File: config.mk
export PLATFORM = sky130hd
export DESIGN_NAME = sram_arbiter_flat
export DESIGN_NICKNAME = d
export VERILOG_FILES = /design/src/rtl/sram_arb_pkg.sv /design/src/rtl/sram_arbiter_if.sv /design/src/rtl/sram_arb_rr2.sv /design/src/rtl/sram_arbiter.sv /design/src/flat_wrapper.sv
export SDC_FILE = /design/constraint.sdc
export NUM_CORES = 1
export LEC_CHECK = 0
export ABC_AREA = 0
export BUFFER_PORTS_ARGS = -buffer_cell sky130_fd_sc_hd__buf_2
export CELL_PAD_IN_SITES_DETAIL_PLACEMENT = 0
export CELL_PAD_IN_SITES_GLOBAL_PLACEMENT = 1
export CORE_MARGIN = 1.5
export CORE_UTILIZATION = 30
export DETAILED_ROUTE_END_ITERATION = 7
export PLACE_DENSITY_LB_ADDON = 0.12
export SETUP_SLACK_MARGIN = 0.3
export SYNTH_ARGS = -nofsm -noshare
export SYNTH_HDL_FRONTEND = slang
export SYNTH_SLANG_ARGS = --single-unit
File: constraint.sdc
create_clock -name clk -period 3.2 [get_ports clk]
set_input_delay 0 -clock clk [delete_from_list [all_inputs] [get_ports clk]]
set_output_delay 0 -clock clk [all_outputs]
set_load 0.005 [all_outputs]
File: src/rtl/sram_arb_pkg.sv
// Shared types and helpers for the two-port SRAM arbiter.
// State encoding, port indices and counter sizing.
package sram_arb_pkg;

  typedef enum logic [2:0] {
    IDLE     = 3'd0,
    RD_WAIT  = 3'd1,
    WR_SETUP = 3'd2,
    WR_PULSE = 3'd3,
    WR_HOLD  = 3'd4
  } state_t;

  localparam logic P0 = 1'b0;
  localparam logic P1 = 1'b1;

  // Counter only ever holds values up to max(cycles)-1.
  function automatic int cnt_w(input int a, input int b);
    int m;
    m = (a > b) ? a : b;
    return (m < 2) ? 1 : $clog2(m);
  endfunction

endpackage

File: src/rtl/sram_arbiter_if.sv
// Requester-side req/ack bundle for one arbiter port.
// master = requester, slave = arbiter.
interface sram_arbiter_if #(
  parameter int AW = 21,
  parameter int DW = 8
);
  logic          req;
  logic          we;
  logic [AW-1:0] addr;
  logic [DW-1:0] wdata;
  logic          ack;
  logic [DW-1:0] rdata;

  modport master (
    output req, we, addr, wdata,
    input  ack, rdata
  );

  modport slave (
    input  req, we, addr, wdata,
    output ack, rdata
  );
endinterface

File: src/rtl/sram_arb_rr2.sv
// Two-way round-robin grant, purely combinational.
// On a tie the port that did not win last time is chosen.
module sram_arb_rr2
  import sram_arb_pkg::*;
(
  input  logic req0,
  input  logic req1,
  input  logic last,
  output logic valid,
  output logic idx
);

  always_comb begin
    valid = req0 | req1;
    idx   = P0;
    unique case (1'b1)
      (req0 & req1):  idx = ~last;
      (req1 & ~req0): idx = P1;
      default:        idx = P0;
    endcase
  end

endmodule

File: src/rtl/sram_arbiter.sv
// Arbiter and cycle sequencer sharing one async 8-bit SRAM
// between two req/ack ports; all SRAM-side outputs registered.
module sram_arbiter
  import sram_arb_pkg::*;
#(
  parameter int AW        = 21,
  parameter int DW        = 8,
  parameter int RD_CYCLES = 2,
  parameter int WE_CYCLES = 2
) (
  input  logic          clk,
  input  logic          rst_n,
  sram_arbiter_if.slave p0,
  sram_arbiter_if.slave p1,
  output logic [AW-1:0] sram_a,
  output logic [DW-1:0] sram_dout,
  output logic          sram_oe,
  input  logic [DW-1:0] sram_din,
  output logic          sram_we_n,
  output logic          sram_rd_n,
  output logic          busy
);

  localparam int CW = cnt_w(RD_CYCLES, WE_CYCLES);

  state_t        state;
  logic [CW-1:0] cnt;
  logic          last;
  logic          port;
  logic [1:0]    ack;
  logic [DW-1:0] rdata0;
  logic [DW-1:0] rdata1;
  logic          elig0;
  logic          elig1;
  logic          gnt;
  logic          gnt_idx;

  // A port whose ack is high this cycle is finishing, not asking again.
  assign elig0 = p0.req & ~ack[0];
  assign elig1 = p1.req & ~ack[1];

  sram_arb_rr2 u_rr2 (
    .req0  (elig0),
    .req1  (elig1),
    .last  (last),
    .valid (gnt),
    .idx   (gnt_idx)
  );

  assign p0.ack   = ack[0];
  assign p1.ack   = ack[1];
  assign p0.rdata = rdata0;
  assign p1.rdata = rdata1;
  assign busy     = (state != IDLE);

  always_ff @(posedge clk or negedge rst_n) begin
    if (!rst_n) begin
      state     <= IDLE;
      cnt       <= '0;
      last      <= P1;
      port      <= P0;
      ack       <= '0;
      rdata0    <= '0;
      rdata1    <= '0;
      sram_a    <= '0;
      sram_dout <= '0;
      sram_oe   <= 1'b0;
      sram_we_n <= 1'b1;
      sram_rd_n <= 1'b1;
    end else begin
      ack <= '0;
      unique case (state)
        IDLE: begin
          if (gnt) begin
            last   <= gnt_idx;
            port   <= gnt_idx;
            sram_a <= gnt_idx ? p1.addr : p0.addr;
            if (gnt_idx ? p1.we : p0.we) begin
              sram_dout <= gnt_idx ? p1.wdata : p0.wdata;
              sram_oe   <= 1'b1;
              state     <= WR_SETUP;
            end else begin
              sram_rd_n <= 1'b0;
              cnt       <= CW'(RD_CYCLES - 1);
              state     <= RD_WAIT;
            end
          end
        end
        RD_WAIT: begin
          if (cnt == '0) begin
            if (port == P1) rdata1 <= sram_din;
            else            rdata0 <= sram_din;
            ack[port] <= 1'b1;
            sram_rd_n <= 1'b1;
            state     <= IDLE;
          end else begin
            cnt <= cnt - CW'(1);
          end
        end
        WR_SETUP: begin
          sram_we_n <= 1'b0;
          cnt       <= CW'(WE_CYCLES - 1);
          state     <= WR_PULSE;
        end
        WR_PULSE: begin
          if (cnt == '0) begin
            sram_we_n <= 1'b1;
            ack[port] <= 1'b1;
            state     <= WR_HOLD;
          end else begin
            cnt <= cnt - CW'(1);
          end
        end
        WR_HOLD: begin
          sram_oe <= 1'b0;
          state   <= IDLE;
        end
        default: state <= IDLE;
      endcase
    end
  end

endmodule
File: src/flat_wrapper.sv
// flat-port wrapper written by rule: the top's interface ports become plain ports
module sram_arbiter_flat import sram_arb_pkg::*;
#(
  parameter int AW        = 21,
  parameter int DW        = 8,
  parameter int RD_CYCLES = 2,
  parameter int WE_CYCLES = 2
)
  (clk, rst_n, sram_a, sram_dout, sram_oe, sram_din, sram_we_n, sram_rd_n, busy, p0_req, p0_we, p0_addr, p0_wdata, p0_ack, p0_rdata, p1_req, p1_we, p1_addr, p1_wdata, p1_ack, p1_rdata);
  sram_arbiter_if #(.AW(AW), .DW(DW)) p0_i ();
  sram_arbiter_if #(.AW(AW), .DW(DW)) p1_i ();
  input  logic clk;
  input  logic rst_n;
  output logic [AW-1:0] sram_a;
  output logic [DW-1:0] sram_dout;
  output logic sram_oe;
  input  logic [DW-1:0] sram_din;
  output logic sram_we_n;
  output logic sram_rd_n;
  output logic busy;
  input wire logic [$bits(p0_i.req)-1:0] p0_req;
  input wire logic [$bits(p0_i.we)-1:0] p0_we;
  input wire logic [$bits(p0_i.addr)-1:0] p0_addr;
  input wire logic [$bits(p0_i.wdata)-1:0] p0_wdata;
  output wire logic [$bits(p0_i.ack)-1:0] p0_ack;
  output wire logic [$bits(p0_i.rdata)-1:0] p0_rdata;
  input wire logic [$bits(p1_i.req)-1:0] p1_req;
  input wire logic [$bits(p1_i.we)-1:0] p1_we;
  input wire logic [$bits(p1_i.addr)-1:0] p1_addr;
  input wire logic [$bits(p1_i.wdata)-1:0] p1_wdata;
  output wire logic [$bits(p1_i.ack)-1:0] p1_ack;
  output wire logic [$bits(p1_i.rdata)-1:0] p1_rdata;
  assign p0_i.req = p0_req;
  assign p0_i.we = p0_we;
  assign p0_i.addr = p0_addr;
  assign p0_i.wdata = p0_wdata;
  assign p0_ack = p0_i.ack;
  assign p0_rdata = p0_i.rdata;
  assign p1_i.req = p1_req;
  assign p1_i.we = p1_we;
  assign p1_i.addr = p1_addr;
  assign p1_i.wdata = p1_wdata;
  assign p1_ack = p1_i.ack;
  assign p1_rdata = p1_i.rdata;
  sram_arbiter #(.AW(AW), .DW(DW), .RD_CYCLES(RD_CYCLES), .WE_CYCLES(WE_CYCLES)) u_core (.clk(clk), .rst_n(rst_n), .p0(p0_i), .p1(p1_i), .sram_a(sram_a), .sram_dout(sram_dout), .sram_oe(sram_oe), .sram_din(sram_din), .sram_we_n(sram_we_n), .sram_rd_n(sram_rd_n), .busy(busy));
endmodule
==> Yosys cells after proc, flatten, opt, wreduce, memory -nomap -nowiden <==
Index checks and enable logic that the tools add are counted.
{ "op_classes": {"add_sub_neg": 1, "multipliers": 0, "div_mod_pow": 0, "magnitude_cmp": 2, "n_eq_ne": 9, "shift": 0, "mux": 25, "bitwise_logic": 11, "n_reduce_logical": 17} }
{ "ops": {"columns": ["operator", "n"], "rows": [
  ["$mux W21", 1],
  ["$reduce_and A3 Y1", 6],
  ["$pmux W3 S4", 1],
  ["$mux W1", 10],
  ["$mux W3", 3],
  ["$mux W8", 1],
  ["$pmux W1 S2", 4],
  ["$eq A3 B2 Y1 const B", 2],
  ["$mux W2", 3],
  ["$ne A2 B2 Y1 const B", 3],
  ["$not A1 Y1", 6],
  ["$reduce_bool A2 Y1", 3],
  ["$reduce_bool A3 Y1", 2],
  ["$and A1 B1 Y1", 4],
  ["$ne A2 B1 Y1 const B", 2],
  ["$reduce_and A2 Y1", 2],
  ["$reduce_and A4 Y1", 1],
  ["$eq A3 B1 Y1 const B", 1],
  ["$eq A3 B3 Y1 const B", 1],
  ["$logic_not A3 Y1", 1],
  ["$pmux W1 S3", 1],
  ["$lt A1 B2 Y1 const B", 1],
  ["$reduce_or A2 Y1", 1],
  ["$demux W1 S1", 1],
  ["4 further kinds", 4]
]} }
{ "word_totals": {"ff_bits": 56, "latchBits": 0, "ram_bits": 0, "mem_bits_ro": 0, "input_bits": 72, "output_inout_bits": 51, "wordCells": 77, "memories": 0} }

==> Logic depth before layout (Yosys ltp) <==
Gate-level depths: netlist of the first run.
{ "depth": {"ltp_word": 9, "depth_mapped": 7, "mapped_depth_nobuf": 4} }

==> Modules after synthesis <==
From an unflattened synthesis of the first run, not the netlist that was laid out.
{ "unflattened": {"hier_cells": 215, "hier_area_um2": 2487.4} }
{ "modules_own_cells": {"columns": ["mod", "instances", "cells_per_inst", "area_each_um2", "seq_area_each_um2"], "rows": [
  ["sram_arbiter", 1, 213, 2473.6, 1405.1],
  ["sram_arb_rr2", 1, 2, 13.8, 0.0]
]} }

==> Worst setup path after synthesis of the first run <==
OpenSTA, ideal clock, no wires.
{ "synth_path": {"path_kind": "register to register", "start": "reg u_core.last", "end": "reg u_core.sram_dout[0]", "setup_time_ns": 0.125, "arrival_time_ns": 1.482, "t_required_ns": 3.075, "setup_slack_ns": 1.594, "stages_incl_launch_ff": 6, "path_buffers": 1, "period_less_slack_ns": 1.606, "path_cell_list": "dfstp_2 -> nand3b_1 -> nand2_1 -> buf_6 -> mux2_2 -> mux2_2"} }
{ "synth_via": {"elab_chain_len": 4, "word_cells_on_any_way": 5, "classes_between": "3 x mux; 1 x bitwise; 1 x reduce/logical"} }
{ "synth_lines": {"columns": ["item", "line_no", "rtl"], "rows": [
  ["start: declaration", "sram_arbiter.sv:28", "logic last;"],
  ["start signal: assignment", "sram_arbiter.sv:75", "last <= gnt_idx;"],
  ["$not A1 Y1 *", "sram_arb_rr2.sv:17", "(req0 & req1): idx = ~last;"],
  ["$pmux W1 S2 *", "sram_arb_rr2.sv:16", "unique case (1'b1)"],
  ["$mux W1", "sram_arbiter.sv:78", "if (gnt_idx ? p1.we : p0.we) begin"],
  ["$reduce_and A3 Y1 (no line)", null, null],
  ["end signal: assignment", "sram_arbiter.sv:79", "sram_dout <= gnt_idx ? p1.wdata : p0.wdata;"],
  ["end: declaration", "sram_arbiter.sv:16", "output logic [DW-1:0] sram_dout,"]
]} }
Mark *: on every way between the ends. The rest lies on a longest branch, timed or not.
A chain may end at the register's enable or synchronous reset.

==> Worst setup path after layout of the first run <==
{ "layout_path": {"start": "reg u_core.last", "end": "reg u_core.sram_a[11]"} }
{ "layout_via": {"elab_chain_len": 3} }
{ "layout_lines": {"columns": ["item", "line_no", "rtl"], "rows": [
  ["$not A1 Y1", "sram_arb_rr2.sv:17", null],
  ["$pmux W1 S2", "sram_arb_rr2.sv:16", null],
  ["$mux W21", "sram_arbiter.sv:77", "sram_a <= gnt_idx ? p1.addr : p0.addr;"],
  ["end signal: assignment", "sram_arbiter.sv:77", null],
  ["end: declaration", "sram_arbiter.sv:15", "output logic [AW-1:0] sram_a,"]
]} }
Every way passes these cells.

==> metrics.md, run 1 <==
| Metric | Value |
|---|---|
| Distinct cells, synth | `32` |
| Vias in the first global route | `between 2k and 2.5k` |
| Worst Path Required | `3380 ps` |
| R2R depth | `6` |
| Setup Total Neg Slack | `0 ps` |
| Via count | `2099` |
| Clock transition time at the flip-flop clock pins of the worst setup and hold paths | `roughly 100 ps` |
| Top post-synthesis cells by count | `53 x dfrtp_1, 32 x mux2_2, 26 x nand2_1, 23 x o21ai_0, 21 x mux2i_1` |
| Post-Syn Instances | `200` |
| Crit-path max FO | `23` |
| Fin. Hold Viols | `1` |
| Worst slack, placed | `approximately 1300 ps` |
| Fraction of layout cells with a size suffix above 1 | `a little under half` |
| Top_reg_cell synth | `dfrtp_1` |
| Post-route setup slack | `roughly 800 ps` |
| Tmin final | `2420 ps` |
| ANT cells | `0` |
| GPL Wtd Cong | `approximately 0.73` |
| Final setup fails | `0` |
| Failing checks | `negative hold slack` |
| Worst Setup Path Type | `reg -> reg` |
| Post-synth top area share | `52.97%` |
| Max-slew headroom | `38.24%` |
| Core box area | `~0.0081 mm²` |
| Inserted Clock Buffers | `5` |
| H-Tree Depth | `2` |
| Port Buffers | `122` |
| Sequential-to-total area share from yosys stat | `a little under three fifths` |
| GR Util met3 | `a little under 4%` |
| Hold Path Sink | `u_core.sram_a[18]` |
| Starting Density | `between 30% and 40%` |
| Wirelength, routed | `around 6000 µm` |
| Fmax achieved | `~0.41 GHz` |
| Placed cells | `419` |
| Cts repair resizes | `0` |
| Hold Path Cell Cnt | `3` |
| Hold_ws | `-2.633 ps` |
| Final instance area | `about 0.0038 mm²` |
| Status | `finished, violations left` |
| Post-route ant nets | `0` |
| Syn_area_per_cell | `around 13 µm²` |
| Clk Latency, worst-skew pair | `approximately 310 ps` |
| Synthesis-to-finish area growth | `52.62%` |
| Grt met2 use | `23.32%` |
| Core Rows | `33` |
| FF-to-FF Start | `u_core.last` |
| Max Cap Viol | `0` |
| Top-count cell post-synth | `dfrtp_1` |
| RR Endpoint | `u_core.sram_a[11]` |
| Pwr Density | `843.1 mW/mm²` |
| Synth top area cells | `dfrtp_1 53%, mux2_2 14%, mux2i_1 8.4%` |
| Slew Viols, Final | `0` |
| Leakage | `around 1.9 nW` |
| Wire length per cell | `12.66 µm` |
| Drt pass-1 iters | `4` |
| Slew @ Worst Pin | `slightly above 900 ps` |
| Initial antenna violation count | `0` |
| Die Ht | `approximately 94 µm` |
| GRT Max-Usage Layer | `met2` |
| Fin Clk Skew | `9.225 ps` |
| Placed cell area | `~0.0032 mm²` |
| Chip width | `94.36 µm` |
| Initial drt markers | `40` |
| Cell at the slowest stage of the critical path | `dlygate4sd3_1` |
| Hold Startpoint | `p0_addr[18]` |
| # clock sinks | `56` |
| Root Buffer | `clkbuf_8` |
| Crit share post-route | `between 70 and 80%` |
| Congestion Overflow GR | `0` |
| Non-filler cells, final | `around 470` |
| Met1 Usage GRT | `~19%` |
| Setup crit end kind | `flop` |
| Register bit total from synthesis | `56` |
| Number of flops mapped to enable cells by yosys | `0` |
| CTS tree | `built` |
| RSZ-0062 raised after global routing | `no` |
| Top-Level Pins | `about 120` |
| Hold WC Path Type | `in -> reg` |
| Maximum vdd drop | `about 0.34 mV` |
| Vias per cell | `4.428` |
| First-pass GRT wire length | `9963 µm` |
| Critical Path Max Stage Delay | `approximately 570 ps` |
| Largest net degree at the start of global routing | `47` |
| DRC | `0` |
| Synth Warn # | `0` |
| FFs w/ async S/R, synth | `between 90% and 100%` |
| Crit path cell chain | `nand3b_1 -> nand2_1 -> buf_4 -> mux2i_1 -> dlygate4sd3_1 -> o21ai_0` |
| Die area | `between 0.008 and 0.009 mm²` |
| Syn nets | `272` |
| Largest area contributor in the netlist | `dfrtp_1` |
| Arr. time, crit path | `between 2000 and 3000 ps` |
| FF-to-FF setup slack | `around 800 ps` |
| DP Wirelength | `4118 µm` |
| Netlist Area Pre-Place | `about 0.0025 mm²` |
| Startpoint types | `flop` |
| Final nets | `440` |
| CTS max path bufs | `2` |
| Total GRT Usage | `between 10 and 15%` |
## logic make-up (layout without fill, tap and decap cells)
kind of cell	after synthesis	count (layout)	share of synthesized area (%)
and+or+nand+nor	42	42	8.796
DFF	56	56	56.12
buffers and inverters	13	182	3.348
muxes	53	53	22.79
AOI/OAI and AO/OA	36	36	8.946
## how the worst max path moves through the flow
stage,startpoint,end,slack (ps)
after floorplan,u_core.last,u_core.sram_dout[0],1590
after global placement,u_core.last,u_core.sram_a[14],1300
after detailed placement,u_core.last,u_core.sram_a[14],1260
after CTS,u_core.last,u_core.sram_a[11],760
after global routing,u_core.last,u_core.sram_a[11],560
final,u_core.last,u_core.sram_a[11],780
## power by group
| group | switching, mW | internal [mW] |
|---|---|---|
| clock network | 0.234 | 0.391 |
| logic | 0.590 | 0.716 |
| registers | 0.219 | 1.07 |
| total | 1.04 | 2.18 |
## placed cells by master (no fill, tap or decap)
cell	synthesis	final
dfstp_2	3	3
buf_2	1	122
o311a_1	1	1
inv_1	2	2
nor4_4	1	1
nand3b_1	1	1
a21oi_1	4	4
nor2b_4	1	1
dfrtp_1	53	53
nand2b_2	1	1
nor2b_1	1	1
o21ai_2	1	1
dlygate4sd3_1	0	47
nor3_4	1	1
a211o_1	1	1
clkbuf_8	0	5
nand2_1	26	26
mux2i_1	21	21
bufinv_16	0	3
a21oi_4	1	1
nand2b_1	1	1
o22a_1	1	1
a21bo_2	1	1
nand3_1	2	2
o21ai_0	23	23
o31ai_1	1	1
o211a_1	1	1
nor3_1	2	2
mux2_2	32	32
nor3b_1	1	1
buf_4	3	3
nor2_1	4	4
o31a_1	1	1
## critical path: cells and delay by family, from the launching register on
kind                   cells  cell delay (ps)
AO/OA/AOI/OAI              1               70
buffers and inverters      2             1000
flip-flops                 1              550
multiplexers               1              240
AND/OR/NAND/NOR            2              420
## metal layers
metal  part of all wire (%)  vias to the layer above  wire, µm
met3                    6.1                        5       367
met2                     49                       64      2928
met4                   0.77                        0        46
li1                       -                     1036         -
met1                     44                      994      2659
met5                      0                        -         0
## area by class of cell
| cell class | instances | area (µm²) |
|---|---|---|
| Tap cell | 105 | 131.4 |
| Clock buffer | 5 | 68.82 |
| Sequential cell | 56 | 1405 |
| Clock inverter | 3 | 90.09 |
| Timing Repair Buffer | 172 | 1104 |
| Fill cell | 768 | 4313 |
| Multi-Input combinational cell | 131 | 1015 |
| Inverter | 2 | 7.507 |
## stage by stage
step / util [%] / power, mW
final: 46.98 / 3.222
after global routing: 46.98 / 3.490
after CTS: 46.98 / 3.267
after detailed placement: 39.24 / 2.551
after global placement: 39.24 / 2.541
after floorplan: - / 2.056
## state kept, by name, summed over array words and instances (netlist names)
register and count:
u_core.p1.rdata 8, u_core.last 1, u_core.sram_dout 8, u_core.sram_rd_n 1, u_core.sram_we_n 1, u_core.p0.rdata 8, u_core.port 1, u_core.sram_oe 1
u_core.ack 2, u_core.cnt 1, u_core.state 3, u_core.sram_a 21
## repair_timing
item | CTS | global route
endpoints found under the hold margin | 74 | 0
setup buffers | 0 | 0
hold buffers | 47 | 0
Power figures use the tool's default switching activity.
==> inputs of run 2 (changes only) <==
==> constraint.sdc (replaced) <==
create_clock -name clk -period 2.5 [get_ports clk]
set_input_delay 0 -clock clk [delete_from_list [all_inputs] [get_ports clk]]
set_output_delay 0 -clock clk [all_outputs]
set_load 0.005 [all_outputs]
==> metrics.md, run 2 (synthesis results as in run 1) <==
| Metric | Value |
|---|---|
| Status | `finished, violations left` |
| Failing checks | `negative hold slack` |
| # clock sinks | `56 (unchanged)` |
| Largest register FFs | `21 (unchanged)` |
| Hold_ws | `-1.709 ps (+0.9240 ps)` |
| CTS Hold Bufs | `48 (+2.1%)` |
| Wirelength, routed | `6199 µm (+3.3%)` |
| Critical Path Max Stage Delay | `540 ps (-30 ps)` |
| RSZ-0062 raised after global routing | `no` |
| Fin Clk Skew | `5.091 ps (-4.134 ps)` |
| Root Buffer | `clkbuf_8` |
| Startpoint types | `flop` |
| Vias in the first global route | `2180 (+4.5%)` |
| Commonest non-fill, non-tap cells in the layout | `122 x buf_2, 53 x dfrtp_1, 48 x dlygate4sd3_1, 32 x mux2_2, 26 x nand2_1` |
| Crit-path max FO | `23 (unchanged)` |
| Fmax achieved | `0.5269 GHz (+28%)` |
| Crit path cell chain | `nand3b_1 -> nand2_1 -> buf_4 -> mux2i_1 -> o21ai_0` |
| Die area | `0.008903 mm² (unchanged)` |
| Starting Density | `30.78% (unchanged)` |
| Cell Int Power | `2.592 mW (+19%)` |
| Max-slew headroom | `58.25% (+20 points)` |
| ANT cells | `0 (unchanged)` |
| Post-route ant nets | `0 (unchanged)` |
| Final instance area | `0.003806 mm² (-0.39%)` |
| Placed cells | `420 (+0.24%)` |
| Worst Path Required | `2670 ps (-710 ps)` |
| Largest Register | `u_core.sram_a` |
| Via count | `2083 (-0.76%)` |
| Clock power frac | `16.3% (-3.1 points)` |
| Congestion Overflow GR | `0 (unchanged)` |
| DP Wirelength | `4281 µm (+4.0%)` |
| Hold WC Path Type | `in -> reg` |
| Chip width | `94.36 µm (unchanged)` |
| GPL Wtd Cong | `0.7488 (+2.1%)` |
| Arr. time, crit path | `2070 ps (-530 ps)` |
| Commonest non-fill, non-tap cell in the layout | `buf_2` |
| Slew @ Worst Pin | `621.5 ps (-304.9 ps)` |
| Wire length per cell | `13.02 µm (+2.9%)` |
| Non-filler cells, final | `476 (+0.42%)` |
| Top-Level Pins | `123 (unchanged)` |
| Maximum vdd drop | `0.3679 mV (+7.0%)` |
| Clock transition time at the flip-flop clock pins of the worst setup and hold paths | `100 ps (about the same)` |
| Drt pass-1 iters | `4 (unchanged)` |
| Setup Total Neg Slack | `0 ps (unchanged)` |
| Total GRT Usage | `14.64% (+0.53 points)` |
| Leakage | `1.895 nW (-0.26%)` |
| Core Rows | `33 (unchanged)` |
| Tmin final | `1898 ps (-522.4 ps)` |
| Pwr Density | `1027 mW/mm² (+22%)` |
| Initial drt markers | `43 (+7.5%)` |
| Die Ht | `94.36 µm (unchanged)` |
| Gate power share | `41.5% (+0.9 points)` |
| Reg power frac | `42.2% (+2.2 points)` |
| Inserted Clock Buffers | `5 (unchanged)` |
| CTS tree | `built` |
| NetSw | `1.318 mW (+26%)` |
| Largest net degree at the start of global routing | `47 (unchanged)` |
| Final setup fails | `0 (unchanged)` |
| Clk Latency, worst-skew pair | `300 ps (about the same)` |
| CTS max path bufs | `2 (unchanged)` |
| Port Buffers | `122 (unchanged)` |
| Cell at the slowest stage of the critical path | `dfstp_2` |
| Fraction of layout cells with a size suffix above 1 | `47.44% (about the same)` |
| Net Sw Frac | `33.70% (+1.3 points)` |
| Final nets | `442 (+0.45%)` |
| Initial antenna violation count | `0 (unchanged)` |
| Tot Pwr | `3.910 mW (+21%)` |
| Synthesis-to-finish area growth | `52.02%` |
| Worst path buffer plus inverter count | `1 (-1)` |
| Cts repair resizes | `0 (unchanged)` |
| Placed cell area | `0.003199 mm² (+0.24%)` |
| Kind of cell adding the most delay to the critical path | `flip-flops` |
| Crit share post-route | `75.92% (+0.28 points)` |
| Fin. Hold Viols | `1 (unchanged)` |
| Worst Setup Path Type | `reg -> reg` |
| Core box area | `0.008134 mm² (unchanged)` |
| Slew Viols, Final | `0 (unchanged)` |
| Layout Utilization | `46.79% (-0.18 points)` |
| Post-CTS Setup Inserts | `0 (unchanged)` |
| H-Tree Depth | `2 (unchanged)` |
| First-pass GRT wire length | `10170 µm (+2.1%)` |
| DRC | `0 (unchanged)` |
| Setup crit end kind | `flop` |
| Vias per cell | `4.376 (-1.2%)` |
| Max Cap Viol | `0 (unchanged)` |
==> run 2: cell count changes in the layout (fill, tap and decap cells not counted) <==
cell / delta
buf_4: +1
bufinv_16: -2
clkbuf_8: +2
dlygate4sd3_1: +1
==> run 2: final timing paths <==
path / start / endpoint / slack, ps / cells after the start
setup / recovery: u_core.last / u_core.sram_a[6] / 600 / 5
hold / removal: p1_addr[8] / u_core.sram_a[8] / -2 / 3
setup reg to reg: u_core.last / u_core.sram_a[6] / 600 / 5
hold reg to reg: u_core.sram_a[16] / u_core.sram_a[16] / 480 / 2
max in group asynchronous: rst_n / u_core.last / 1590 / 3
min in group asynchronous: rst_n / u_core.p1.rdata[4] / 210 / 2
==> run 2: worst min-delay path, cell delays in order <==
cell     delay, ps
buf_2           80
mux2i_1         50
o21ai_0        140
==> run 2: metal layers <==
layer  track usage (%)  vias to the layer above  share of wire [%]
li1                  -                     1037                  -
met5                 0                        -                  0
met3             3.623                        4                5.4
met4             3.358                        0               0.65
met2             25.72                       61                 51
met1             18.08                      981                 43
==> run 2: stage by stage <==
stage | worst slack (ps) | hold WS [ps]
after floorplan | 893.6 | -295.6
after global placement | 631.0 | 17.69
after detailed placement | 606.8 | 29.29
after CTS | 588.2 | 4.500
after global routing | 401.6 | 24.97
final | 601.9 | -1.709
==> run 2: power by group through the flow <==
stage          logic [mW]  registers [mW]  clock network [mW]
2_1_floorplan       0.990            1.64                   0
3_3_place_gp         1.59            1.67                   0
3_5_place_dp         1.60            1.67                   0
4_1_cts              1.66            1.65               0.670
5_1_grt              1.83            1.71               0.707
6_report             1.62            1.65               0.639
==> run 2: area by class of cell <==
class,instances,area (µm²)
clock buffer,7,96.34
fill,777,4328
sequential,56,1405
timing repair buffer,174,1121
tap,105,131.4
inverter,2,7.507
multi-input combinational,131,1015
clock inverter,1,30.03
